`src/rtl/tts_pkg.sv`:
```
// rtl/tts_pkg.sv - shared types and constants for the truth table scanner
package tts_pkg;
   typedef enum logic [1:0] {
      IDLE  = 2'd0,
      DRIVE = 2'd1,
      DONE  = 2'd2
   } state_t;

   localparam int N_IN   = 4;
   localparam int N_ROWS = 16;

   // Truth table of F = AC' + B'D + A'CD + ABCD, bit i = F(abcd == i)
   localparam logic [N_ROWS-1:0] F_GOLDEN = 16'hBB8A;
endpackage

```
`src/rtl/dwell_timer.sv`:
```
// rtl/dwell_timer.sv - counts DWELL cycles per step; tick marks the last cycle
module dwell_timer #(
   parameter int DWELL = 2
) (
   input  logic clk,
   input  logic rst,
   input  logic clr,
   input  logic en,
   output logic tick
);
   localparam int W = $clog2(DWELL + 1);

   logic [W-1:0] r_cnt;
   logic         w_last;

   assign w_last = (r_cnt == W'(DWELL - 1));
   assign tick   = w_last;

   always_ff @(posedge clk) begin
      if (rst || clr) begin
         r_cnt <= '0;
      end else if (en) begin
         r_cnt <= w_last ? '0 : r_cnt + W'(1);
      end
   end
endmodule

```
`src/rtl/truth_table_scanner.sv`:
```
// rtl/truth_table_scanner.sv - clocked scan of a 4-input function with capture and compare
module truth_table_scanner
   import tts_pkg::*;
#(
   parameter int                DWELL    = 2,
   parameter logic [N_ROWS-1:0] EXPECTED = F_GOLDEN
) (
   input  logic              clk,
   input  logic              rst,
   input  logic              start,
   input  logic              f_in,
   output logic [N_IN-1:0]   abcd,
   output logic              busy,
   output logic              done,
   output logic [N_ROWS-1:0] table_q,
   output logic              match,
   output logic [4:0]        err_cnt
);
   state_t              r_state;
   logic [N_IN-1:0]     r_idx;
   logic [N_ROWS-1:0]   r_table;
   logic [4:0]          r_err;
   logic                w_in_drive;
   logic                w_tick;
   logic                w_sample;

   assign w_in_drive = (r_state == DRIVE);
   assign w_sample   = w_in_drive && w_tick;

   // Timer is held clear outside DRIVE so every scan starts at count 0
   dwell_timer #(
      .DWELL (DWELL)
   ) u_dwell (
      .clk  (clk),
      .rst  (rst),
      .clr  (!w_in_drive),
      .en   (w_in_drive),
      .tick (w_tick)
   );

   always_ff @(posedge clk) begin
      if (rst) begin
         r_state <= IDLE;
         r_idx   <= '0;
         r_table <= '0;
         r_err   <= '0;
      end else begin
         case (r_state)
            IDLE, DONE: begin
               if (start) begin
                  r_state <= DRIVE;
                  r_idx   <= '0;
                  r_table <= '0;
                  r_err   <= '0;
               end
            end
            DRIVE: begin
               if (w_sample) begin
                  r_table[r_idx] <= f_in;
                  if (f_in != EXPECTED[r_idx]) begin
                     r_err <= r_err + 5'd1;
                  end
                  if (r_idx == N_IN'(N_ROWS - 1)) begin
                     r_state <= DONE;
                  end else begin
                     r_idx <= r_idx + N_IN'(1);
                  end
               end
            end
            default: r_state <= IDLE;
         endcase
      end
   end

   assign abcd    = r_idx;
   assign busy    = w_in_drive;
   assign done    = (r_state == DONE);
   assign table_q = r_table;
   assign err_cnt = r_err;
   assign match   = done && (r_table == EXPECTED);
endmodule

```
`config.mk`:
```
export PLATFORM = sky130hd
export DESIGN_NAME = truth_table_scanner
export DESIGN_NICKNAME = d
export VERILOG_FILES = /design/src/rtl/tts_pkg.sv /design/src/rtl/dwell_timer.sv /design/src/rtl/truth_table_scanner.sv
export SDC_FILE = /design/constraint.sdc
export NUM_CORES = 1
export LEC_CHECK = 0
export ABC_AREA = 1
export CORE_AREA = 2 2 71 73
export DETAILED_ROUTE_END_ITERATION = 12
export DIE_AREA = 0 0 73 75
export GPL_TIMING_DRIVEN = 0
export MAX_ROUTING_LAYER = met4
export REMOVE_ABC_BUFFERS = 1
export SLEW_MARGIN = 20
export SYNTH_ARGS = -nofsm -noshare
export SYNTH_HDL_FRONTEND = slang
export SYNTH_HIERARCHICAL = 1
export SYNTH_SLANG_ARGS = --single-unit
export TNS_END_PERCENT = 10
```
`constraint.sdc`:
```
create_clock -name clk -period 1.4 [get_ports clk]
set_clock_uncertainty 0.15 [all_clocks]
set_input_delay 0.35 -clock clk [delete_from_list [all_inputs] [get_ports clk]]
set_output_delay 0.35 -clock clk [all_outputs]
set_load 0.005 [all_outputs]
```
==> results, run 1 <==
- The run finished, with violations left.
- The final reports fail on negative setup slack.
- The number of global-route vias before repair came to 1492.
- The register area share after synthesis is 37.9%.
- The library cell used most frequently in the layout, excluding fill and tap cells, is sky130_fd_sc_hd__nand2_1.
- At the pin with the least slew margin, the transition time is 0.545 ns.
- The arrival time of data at the critical path endpoint is 1.38 ns.
- The number of clock buffers added by TritonCTS is 5.
- The number of buffers on the longest clock path is 2.
- The number of rows created at floorplan is 25.
- Dividing the synthesized area by the synthesized cell count gives ~6.7 um2.
- The global-route wire length before repair is about 6.7 mm.
- The full die area is 0.00548 mm2.
- The number of pins exceeding their max-slew limit in the final report is 0.
- The die is 75 um tall.
- Detailed placement finished with a half-perimeter wire length of 2.60 mm.
- Setup repair after global routing could not meet its margin everywhere.
- The number of clock sinks seen by CTS is 30.
- In this run the tightest slew margin relative to its limit is 63.6%.
- The tree is rooted in a sky130_fd_sc_hd__clkbuf_8.
- The count of final setup violators is 27.
- Across every metal layer, demand over resource in global routing totals 16.6%.
- The path type of the worst setup path is reg -> out.
- The leakage power is ~0.93 nW.
- Entering global routing, the biggest net connects 23 pins.
- The total wire length after detailed routing is 4.17 mm.
- Counting both buffers and inverters, the worst setup path holds a total of 1.
- The top-level I/O count is 32.
- The clock transition at the register clock pins on the worst setup and hold paths after CTS is 0.07 ns.
- STA classifies the critical path startpoint as a register.
- At the worst endpoint, the required time is 0.90 ns.
- The smallest setup slack after layout is -0.484 ns.
- On the worst path, the slowest cell contributes a delay of between 0.3 and 0.4 ns.
- In the final timing run, aggregate negative setup slack is -2.01 ns.
- The filler cell count is 477.
- The number of input and output port buffers inserted is 31.
- On the critical path, the stage with the largest delay is an instance of sky130_fd_sc_hd__dfxtp_2.
- The filler-free cell count of the finished design is 327.
- The number of cells after detailed placement is 310.
- VDD sags by at most between 0.4 and 0.5 mV.
- 0 antenna diodes ended up in the layout.
- The net count of the finished layout is ~280.
- After floorplanning, the core was sized to cover about 0.0047 mm2.
- Walking the worst path, the cells encountered are nand2_1 > nor3b_2 > nand3_1 > nor4_2 > buf_2.
- The number of antenna violations at the first check in global routing came to 0.
- The critical-path maximum fanout is 3.
- The library cells used most frequently in the layout, excluding fill and tap cells, are sky130_fd_sc_hd__nand2_1 (46), sky130_fd_sc_hd__nand3_1 (28), sky130_fd_sc_hd__nor2_1 (24).
- The summed instance area of the synthesized netlist is between 0.0015 and 0.002 mm2.
- The class of the most critical hold timing path is reg -> reg.
- The maximum level of the CTS H-tree is 2.
- In the final routed layout, each cell accounts on average for 12.8 um.
- The kind of capture point of the worst setup path is an output pin.
- The final period demand of the worst path is 1.88 ns.
- The synthesized netlist cell count is 235.
- The count of nets left with antenna violations once routing finished came out at 0.
- Broken down by cell family, the worst path's largest delay share belongs to simple AND/OR/NAND/NOR gates.
- The proportion of layout cells with a drive suffix above 1 is 31.1%.
- In the routed design, unresolved DRC markers number 0.
- The count of state elements after synthesis is 30.
- The number of hold buffers added after CTS was 0.
- The achievable clock frequency is 531 MHz.
- The final weighted congestion in routability-driven placement is ~0.74.
- The growth of design area from synthesis to finish is 40.6%.
- After synthesis, the netlist uses 26 different library cells.
- For this configuration, the core starts out at a cell density of 34.0%.
- The number of detailed-route iterations in the first pass is 4.
- The die width is 73 um.
- The leftover overflow at the end of global routing is 0.
- The number of violations reported at the end of detailed-routing iteration 0 is 110.
- The later pin in the worst-skew pair is clocked with a latency of between 0.2 and 0.3 ns.
- Across all hold checks on the routed design, the worst slack comes to 0.298 ns.
- TritonCTS built the clock tree.
- The worst path uses 135% of the clock period.
- The tool flagged a number of max-cap violations equal to 0.
- During synthesis, Yosys emitted a total of 6 warnings.
- The per-cell via count in the routed design is 5.14.
- Dividing total power by cell area gives a power density of 902 mW/mm2.
- The number of hold violations in the final report is 0.
- The vias after detailed routing is roughly 1700.
==> layout make-up <==
cell class | count | area (um2) | area share, %
repair buffers | 40 | 338 | 15.2
multi-input cells | 174 | 1000 | 45.0
well taps | 54 | 67.6 | 3.03
inverters | 22 | 92.6 | 4.15
clock buffers | 7 | 76.3 | 3.43
flip-flops and latches | 30 | 651 | 29.2
==> registers in the layout, summed over array words and instances, names as in the netlist, named ones only <==
register,cells
err_cnt,5
table_q,16
u_dwell/r_cnt,2
r_state,2
abcd,4
==> logic make-up (layout without fill, tap and decap cells) <==
family          after synthesis  after routing  share of synthesized area (%)
xor+xnor                      1              1                          0.553
buf+inv                      32             69                           8.37
simple gates                125            126                           35.4
compound gates               42             42                           13.8
flops                        30             30                           37.9
fa+ha+maj                     5              5                           3.95
==> tightest hold or removal path, delay by kind of cell, from the launching register on <==
| kind | cells | cell delay [ns] |
|---|---|---|
| flops | 1 | 0.32 |
| simple gates | 1 | 0.03 |
| buf+inv | 1 | 0.05 |
==> routing by layer <==
metal  global-route usage [%]  up-vias  share of wire [%]
met4                     6.17        0                2.0
met1                     21.1      767                 47
li1                         -      849                  -
met2                     25.2       57                 45
met3                     4.69        9                6.8
met5                        -        -                  0
==> path summary, 6_finish.rpt <==
path,cells past startpoint,from,to,slack [ns]
setup reg to reg,9,u_dwell/r_cnt[0],register,-0.16
setup / recovery,5,table_q[12],match,-0.48
hold reg to reg,2,u_dwell/r_cnt[1],u_dwell/r_cnt[1],0.30
hold / removal,2,u_dwell/r_cnt[1],u_dwell/r_cnt[1],0.30
==> synth_stat cells <==
cell                       number  area, um2
sky130_fd_sc_hd__nor2_4         1       11.3
sky130_fd_sc_hd__buf_4          1       7.51
sky130_fd_sc_hd__a21oi_1       20        100
sky130_fd_sc_hd__nor3b_1        1       7.51
sky130_fd_sc_hd__o211a_1        1       10.0
sky130_fd_sc_hd__nor2_2         2       12.5
sky130_fd_sc_hd__or2_1          1       6.26
sky130_fd_sc_hd__clkbuf_1       2       7.51
sky130_fd_sc_hd__xor2_1         1       8.76
sky130_fd_sc_hd__inv_1         19       71.3
sky130_fd_sc_hd__a21oi_2        1       8.76
sky130_fd_sc_hd__and2_1         1       6.26
sky130_fd_sc_hd__nand4_1        3       18.8
sky130_fd_sc_hd__nand2_1       50        188
sky130_fd_sc_hd__dfxtp_1       30        601
sky130_fd_sc_hd__buf_2          7       35.0
sky130_fd_sc_hd__o21ai_1        8       40.0
sky130_fd_sc_hd__nor2_1        27        101
sky130_fd_sc_hd__nor3_1         2       10.0
sky130_fd_sc_hd__inv_2          3       11.3
sky130_fd_sc_hd__nand3_1       30        150
sky130_fd_sc_hd__nor4_1         1       6.26
sky130_fd_sc_hd__o21ai_0       12       60.1
sky130_fd_sc_hd__nor3b_2        1       12.5
sky130_fd_sc_hd__nand2_2        5       31.3
sky130_fd_sc_hd__ha_1           5       62.6
==> power by group <==
| part | switching [mW] | internal [mW] |
|---|---|---|
| combinational | 0.277 | 0.167 |
| clock | 0.313 | 0.342 |
| sequential | 0.0339 | 0.877 |
==> metrics by stage <==
| stage | instance area, um2 | utilization (%) | power [mW] | setup slack (ns) |
|---|---|---|---|---|
| floorplan | 1540 | - | 1.13 | -0.510 |
| global route | 2230 | 47.8 | 2.12 | -0.618 |
| detailed placement | 1910 | 41.0 | 1.25 | -1.27 |
| CTS | 2200 | 47.2 | 2.00 | -0.493 |
| global placement | 1910 | 41.0 | 1.25 | -1.26 |
| finish | 2230 | 47.8 | 2.01 | -0.484 |
==> timing repair <==
item,4_1_cts,5_1_grt
endpoints found under the hold margin,0,0
endpoints found under the setup margin,58,36
pin swaps,12,5
cloned,1,0
setup buffers,7,2
resized for setup,107,20
Note: power is estimated with default switching activity, not from simulation.
==> inputs of run 2 (changes only) <==
--- a/config.mk
+++ b/config.mk
@@ -11,6 +11,7 @@
 export DIE_AREA = 0 0 73 75
 export GPL_TIMING_DRIVEN = 0
 export MAX_ROUTING_LAYER = met4
+export PLACE_DENSITY = 0.67
 export REMOVE_ABC_BUFFERS = 1
 export SLEW_MARGIN = 20
 export SYNTH_ARGS = -nofsm -noshare
==> results, run 2 (synthesis gave the netlist of run 1 again) <==
- The largest stage delay on the critical path is 0.37 ns (+0.03 ns).
- Relative to the synthesized area, the layout overhead comes to 46.3%.
- The filler-free cell count of the finished design is 331 (+1.2%).
- The number of clock sinks seen by CTS is 30 (unchanged).
- The sequential share of power is 44.0% (-1.3 points).
- The die width is 73 um (unchanged).
- The worst setup timing slack at the placement stage is -1.22 ns (+0.0439 ns).
- The count of antenna-violating nets left after detailed routing is 0 (unchanged).
- The number of buffers on the longest clock path is 2 (unchanged).
- Leaving out fill and tap cells, the most frequent cell in the layout is sky130_fd_sc_hd__nand2_1.
- The path type of the worst setup path is reg -> out.
- The required time at the worst-slack endpoint is 0.90 ns (about the same).
- The per-cell via count in the routed design is 5.13 (-0.33%).
- The final-layout worst hold slack is 0.292 ns (-0.00599 ns).
- The overall routing resource usage is 17.1% (+0.50 points).
- The total power density per cell area was 896 mW/mm2 (-0.63%).
- The proportion of layout cells with a drive suffix above 1 is 33.9% (+2.8 points).
- The number of hold violations in the final report is 0 (unchanged).
- The number of clock buffers inserted by TritonCTS came to 5 (unchanged).
- The type of element launching the critical path is a register.
- The share of power burned in combinational logic is 23.2% (+1.1 points).
- The clock tree from TritonCTS is built.
- The kind of capture point of the worst setup path is an output pin.
- The starting density of the core came to 34.0% (unchanged).
- The arrival time of data at the critical path endpoint is 1.32 ns (-0.06 ns).
- The clock transition at the register clock pins on the worst setup and hold paths after CTS is 0.06 ns (about the same).
- The switching power as a share of total power is 30.5% (-0.58 points).
- The count of final setup violators is 22 (-19%).
- The pin count of the biggest net entering global routing is 23 (unchanged).
- The number of antenna violations at the first check in global routing is 0 (unchanged).
- The number of antenna repair diodes came to 0 (unchanged).
- The actual transition at the worst max-transition pin is 0.561 ns (+0.0155 ns).
- The final cell area excluding filler cells was 0.00232 mm2 (+4.1%).
- The post-route core utilization came to 49.8% (+2.0 points).
- The global-route wire length before repair is 7.02 mm (+4.1%).
- The class of the most critical hold timing path is reg -> reg.
- The smallest setup slack after layout came to -0.420 ns (+0.0635 ns).
- The placed cell area is 0.00191 mm2 (unchanged).
- The flow ran to the end, but the final reports show violations.
- The critical-path maximum fanout was 4 (+1).
- The area of the core is 0.00466 mm2 (unchanged).
- The max-capacitance violation count came to 0 (unchanged).
- The number of detailed-route iterations in the first pass is 4 (unchanged).
- The top-level I/O count is 32 (unchanged).
- The average wire per standard cell is 13.4 um (+5.3%).
- The clock group share of total power was 32.8% (+0.2 points).
- The internal power is 1.45 mW (+4.3%).
- The switching power total is 634 uW (+1.5%).
- The half-perimeter wire length after detailed placement is 2.56 mm (-1.5%).
- The full die area is 0.00548 mm2 (unchanged).
- The achievable clock frequency is 549 MHz (+3.5%).
- The number of violations reported at the end of detailed-routing iteration 0 came to 145 (+32%).
- The library cells used most frequently in the layout, excluding fill and tap cells, are sky130_fd_sc_hd__nand2_1 (45), sky130_fd_sc_hd__nand3_1 (26), sky130_fd_sc_hd__nor2_1 (24).
- The cell chosen for the clock root is sky130_fd_sc_hd__clkbuf_8.
- The flip-flop count of the largest register, all copies and words added is 16 (unchanged).
- The vertical die dimension is 75 um (unchanged).
- The residual DRC count is 0 (unchanged).
- The largest individual stage delay along the critical path comes from the cell sky130_fd_sc_hd__dfxtp_4.
- The checks that failed: negative setup slack.
- The number of rows created at floorplan is 25 (unchanged).
- The worst-case vdd ir drop is 0.381 mV (-15%).
- The maximum level of the CTS H-tree was 2 (unchanged).
- The insertion delay of the later-clocked pin in the worst-skew pair came to 0.28 ns (about the same).
- The number of global-route vias before repair is 1564 (+4.8%).
- Setup repair after global routing could not meet its margin everywhere.
- The final weighted congestion in routability-driven placement is 0.774 (+4.2%).
- The total wire length after detailed routing is 4.45 mm (+6.6%).
- The portion of the clock cycle consumed by the worst path in the final layout is 130% (-4.5 points).
- The number of input and output port buffers inserted is 31 (unchanged).
- The number of nets in the final layout was 287 (+1.8%).
- The signal on the critical path passes through inv_6 > nor2_4 > nand3_1 > nor4_2 > buf_2.
- The final period demand of the worst path is 1.82 ns (-0.0635 ns).
- The vias after detailed routing is 1697 (+0.89%).
- The worst slew slack as a fraction of its limit came to 62.6% (-1.0 points).
- The number of cells after detailed placement came to 310 (unchanged).
- The leftover overflow at the end of global routing is 0 (unchanged).
- The number of pins exceeding their max-slew limit in the final report is 0 (unchanged).
- The leakage power is 0.956 nW (+2.5%).
-- run 2: through the flow --
stage          TNS (ns)  power [mW]
2_1_floorplan     -7.96        1.13
3_3_place_gp     -30.03        1.24
3_5_place_dp     -30.05        1.24
4_1_cts          -0.859        2.03
5_1_grt           -4.23        2.17
6_report          -2.02        2.08
-- run 2: worst paths after layout --
path / start / endpoint / slack (ns) / cells past startpoint
worst min register to register: u_dwell/r_cnt[1] / u_dwell/r_cnt[1] / 0.29 / 2
worst max register to register: r_state[0] / table_q[4] / -0.10 / 5
worst min-delay path: u_dwell/r_cnt[1] / u_dwell/r_cnt[1] / 0.29 / 2
worst max-delay path: r_state[1] / match / -0.42 / 5
-- run 2: worst max-delay path, delay by kind of cell (launching register included) --
family	cells	cell delay, ns
buf+inv	2	0.22
flops	1	0.37
simple gates	3	0.46
-- run 2: final cells by class --
class / count / area (um2)
Clock buffer: 6 / 82.6
Fill cell: 437 / 2340
Inverter: 22 / 95.1
Multi-Input combinational cell: 174 / 1030
Sequential cell: 30 / 652
Tap cell: 54 / 67.6
Timing Repair Buffer: 45 / 390
-- run 2: routing by layer --
layer | GRT usage (%) | vias to the layer above | wire [um]
li1 | - | 851 | -
met1 | 20.7 | 800 | 2020
met2 | 27.8 | 40 | 2150
met3 | 4.02 | 6 | 194
met4 | 6.38 | 0 | 87
met5 | - | - | 0
-- run 2: power by group through the flow --
stage	logic (mW)	clock network (mW)	registers [mW]
3_3_place_gp	0.318	0	0.926
2_1_floorplan	0.209	0	0.922
5_1_grt	0.520	0.734	0.918
3_5_place_dp	0.318	0	0.927
6_report	0.481	0.683	0.915
4_1_cts	0.408	0.703	0.918
-- run 2: what timing repair did --
action / CTS / global route
hold buffers: 0 / 0
gates cloned: 1 / 0
endpoints found under the setup margin: 58 / 39
endpoints found under the hold margin: 0 / 0
resized for setup: 107 / 34
setup buffers: 8 / 6
pin swaps: 5 / 15
==> inputs of run 3 (changes only) <==
--- a/config.mk
+++ b/config.mk
@@ -10,8 +10,9 @@
 export DETAILED_ROUTE_END_ITERATION = 12
 export DIE_AREA = 0 0 73 75
 export GPL_TIMING_DRIVEN = 0
+export HOLD_SLACK_MARGIN = 0.05
 export MAX_ROUTING_LAYER = met4
-export PLACE_DENSITY = 0.67
+export PLACE_DENSITY = 0.64
 export REMOVE_ABC_BUFFERS = 1
 export SLEW_MARGIN = 20
 export SYNTH_ARGS = -nofsm -noshare
==> constraint.sdc (replaced) <==
create_clock -name clk -period 1.95 [get_ports clk]
set_clock_uncertainty 0.15 [all_clocks]
set_input_delay 0.4875 -clock clk [delete_from_list [all_inputs] [get_ports clk]]
set_output_delay 0.4875 -clock clk [all_outputs]
set_load 0.005 [all_outputs]
==> results, run 3 (synthesis gave the netlist of run 1 again) <==
- The setup path with the least slack is of type reg -> out.
- The cell chosen for the clock root is sky130_fd_sc_hd__clkbuf_8.
- The number of buffers on the longest clock path is 2 (unchanged).
- The number of antenna violations at the first check in global routing is 0 (unchanged).
- The worst slew slack as a fraction of its limit is 41.3% (-21 points).
- The vias after detailed routing is 1589 (-6.4%).
- The number of global-route vias before repair is 1415 (-9.5%).
- The worst setup path is launched from a register.
- The residual DRC count came to 0 (unchanged).
- The cell family contributing the most delay on the critical path is simple AND/OR/NAND/NOR gates.
- The number of pins exceeding their max-slew limit in the final report is 0 (unchanged).
- The pin count of the biggest net entering global routing was 39 (+70%).
- Leaving out fill and tap cells, the most frequent cell in the layout is sky130_fd_sc_hd__nand2_1.
- The number of rows created at floorplan is 25 (unchanged).
- The average wire per standard cell is 11.9 um (-12%).
- The leakage power was 0.783 nW (-18%).
- The post-route core utilization is 44.5% (-5.2 points).
- The routed design could run at a clock period as short as 1.96 ns.
- The total power density per cell area came to 655 mW/mm2 (-27%).
- The worst hold path belongs to the class reg -> reg.
- The per-cell via count in the routed design was 4.97 (-3.1%).
- The number of violations reported at the end of detailed-routing iteration 0 is 106 (-27%).
- The final cell area excluding filler cells came to 0.00208 mm2 (-11%).
- The required time at the worst-slack endpoint is 1.31 ns (+0.41 ns).
- The arrival time of data at the critical path endpoint is 1.32 ns (about the same).
- The kind of capture point of the worst setup path is an output pin.
- The worst-case vdd ir drop is 0.226 mV (-41%).
- The global-route wire length before repair is 6.29 mm (-10%).
- The actual transition at the worst max-transition pin is 0.880 ns (+0.319 ns).
- The final reports fail on negative setup slack.
- The number of clock sinks seen by CTS came to 30 (unchanged).
- The maximum level of the CTS H-tree is 2 (unchanged).
- The insertion delay of the later-clocked pin in the worst-skew pair is 0.28 ns (about the same).
- The final total power is 1.36 mW (-35%).
- The clock transition at the register clock pins on the worst setup and hold paths after CTS is 0.06 ns (about the same).
- The max-capacitance violation count is 0 (unchanged).
- The smallest setup slack after layout came to -0.00803 ns (+0.412 ns).
- The number of detailed-route iterations in the first pass is 5 (+1).
- The flip-flop count of the largest register, all copies and words added is 16 (unchanged).
- The run finished, with violations left.
- The number of clock buffers inserted by TritonCTS is 5 (unchanged).
- The placed cell area came to 0.00191 mm2 (unchanged).
- Of the available clock period, the critical path in the final layout requires 100%.
- The number of nets in the final layout is 275 (-4.2%).
- The largest individual stage delay along the critical path comes from the cell sky130_fd_sc_hd__dfxtp_2.
- The proportion of layout cells with a drive suffix above 1 is 15.0% (-19 points).
- The filler-free cell count of the finished design is 320 (-3.3%).
- The top-level I/O count is 32 (unchanged).
- The leftover overflow at the end of global routing is 0 (unchanged).
- The final-layout worst hold slack was 0.283 ns (-0.00869 ns).
- The die width came to 73 um (unchanged).
- The library cells used most frequently in the layout, excluding fill and tap cells, are sky130_fd_sc_hd__nand2_1 (47), sky130_fd_sc_hd__nand3_1 (30), sky130_fd_sc_hd__clkdlybuf4s50_1 (27).
- The number of input and output port buffers inserted is 31 (unchanged).
- The half-perimeter wire length after detailed placement is 2.61 mm (+1.8%).
- The full die area came to 0.00548 mm2 (unchanged).
- The number of hold violations in the final report is 0 (unchanged).
- Setup repair after global routing could not meet its margin everywhere.
- The growth of design area from synthesis to finish is 30.9%.
- The count of antenna-violating nets left after detailed routing was 0 (unchanged).
- The critical-path maximum fanout is 4 (unchanged).
- The total wire length after detailed routing was 3.80 mm (-14%).
- The starting density of the core came to 34.0% (unchanged).
- The number of cells after detailed placement is 310 (unchanged).
- The area of the core is 0.00466 mm2 (unchanged).
- The worst setup timing slack at the placement stage is -0.826 ns (+0.395 ns).
- For this run, the top clock speed supported by timing is ~500 MHz.
- The total buffers and inverters traversed by the critical path is 2 (unchanged).
- The critical path goes through inv_2 > nor2_2 > nand3_1 > nor4_2 > buf_2.
- The post-route setup TNS came to -0.00803 ns (+2.01 ns).
- The largest stage delay on the critical path came to 0.35 ns (-0.02 ns).
- The count of final setup violators is 1 (-95%).
- The number of antenna repair diodes was 0 (unchanged).
- The final weighted congestion in routability-driven placement was 0.810 (+4.6%).
- The overall routing resource usage is 15.4% (-1.8 points).
- TritonCTS built the clock tree.
- The vertical die dimension was 75 um (unchanged).
run 3: cell type report:
class	instances	area (um2)
well taps	54	67.6
flip-flops and latches	30	616
inverters	22	82.6
fillers	490	2580
repair buffers	34	332
clock buffers	7	76.3
multi-input cells	173	902
run 3: worst min-delay path, cell delays in order, from the launching register on:
cell	delay [ns]
sky130_fd_sc_hd__dfxtp_1	0.31
sky130_fd_sc_hd__inv_1	0.05
sky130_fd_sc_hd__nor2_1	0.03
run 3: what timing repair did:
item,4_1_cts,5_1_grt
endpoints found under the hold margin,0,0
pin swaps,2,4
buffers inserted,1,2
resized for setup,13,16
endpoints found under the setup margin,33,27
hold buffers,0,0
run 3: path summary, 6_finish.rpt:
path	cells after the start	from	endpoint	slack [ns]
setup / recovery	5	r_state[1]	match	-0.008
hold / removal	2	u_dwell/r_cnt[1]	u_dwell/r_cnt[1]	0.28
setup reg to reg	5	r_state[1]	table_q[7]	0.09
hold reg to reg	2	u_dwell/r_cnt[1]	u_dwell/r_cnt[1]	0.28
run 3: layer usage:
layer	wire, um	share of wire [%]	GRT usage (%)
met1	1810	48	18.8
met4	85	2.2	7.41
met2	1780	47	24.4
met3	126	3.3	2.81
met5	0	0	-
run 3: power by group:
| part | total (mW) | internal, mW | leakage, nW | switching [mW] |
|---|---|---|---|---|
| combinational | 0.243 | 0.0846 | 0.497 | 0.159 |
| sequential | 0.655 | 0.632 | 0.248 | 0.0228 |
| clock | 0.461 | 0.245 | 0.0383 | 0.216 |
| total | 1.36 | 0.962 | 0.783 | 0.397 |
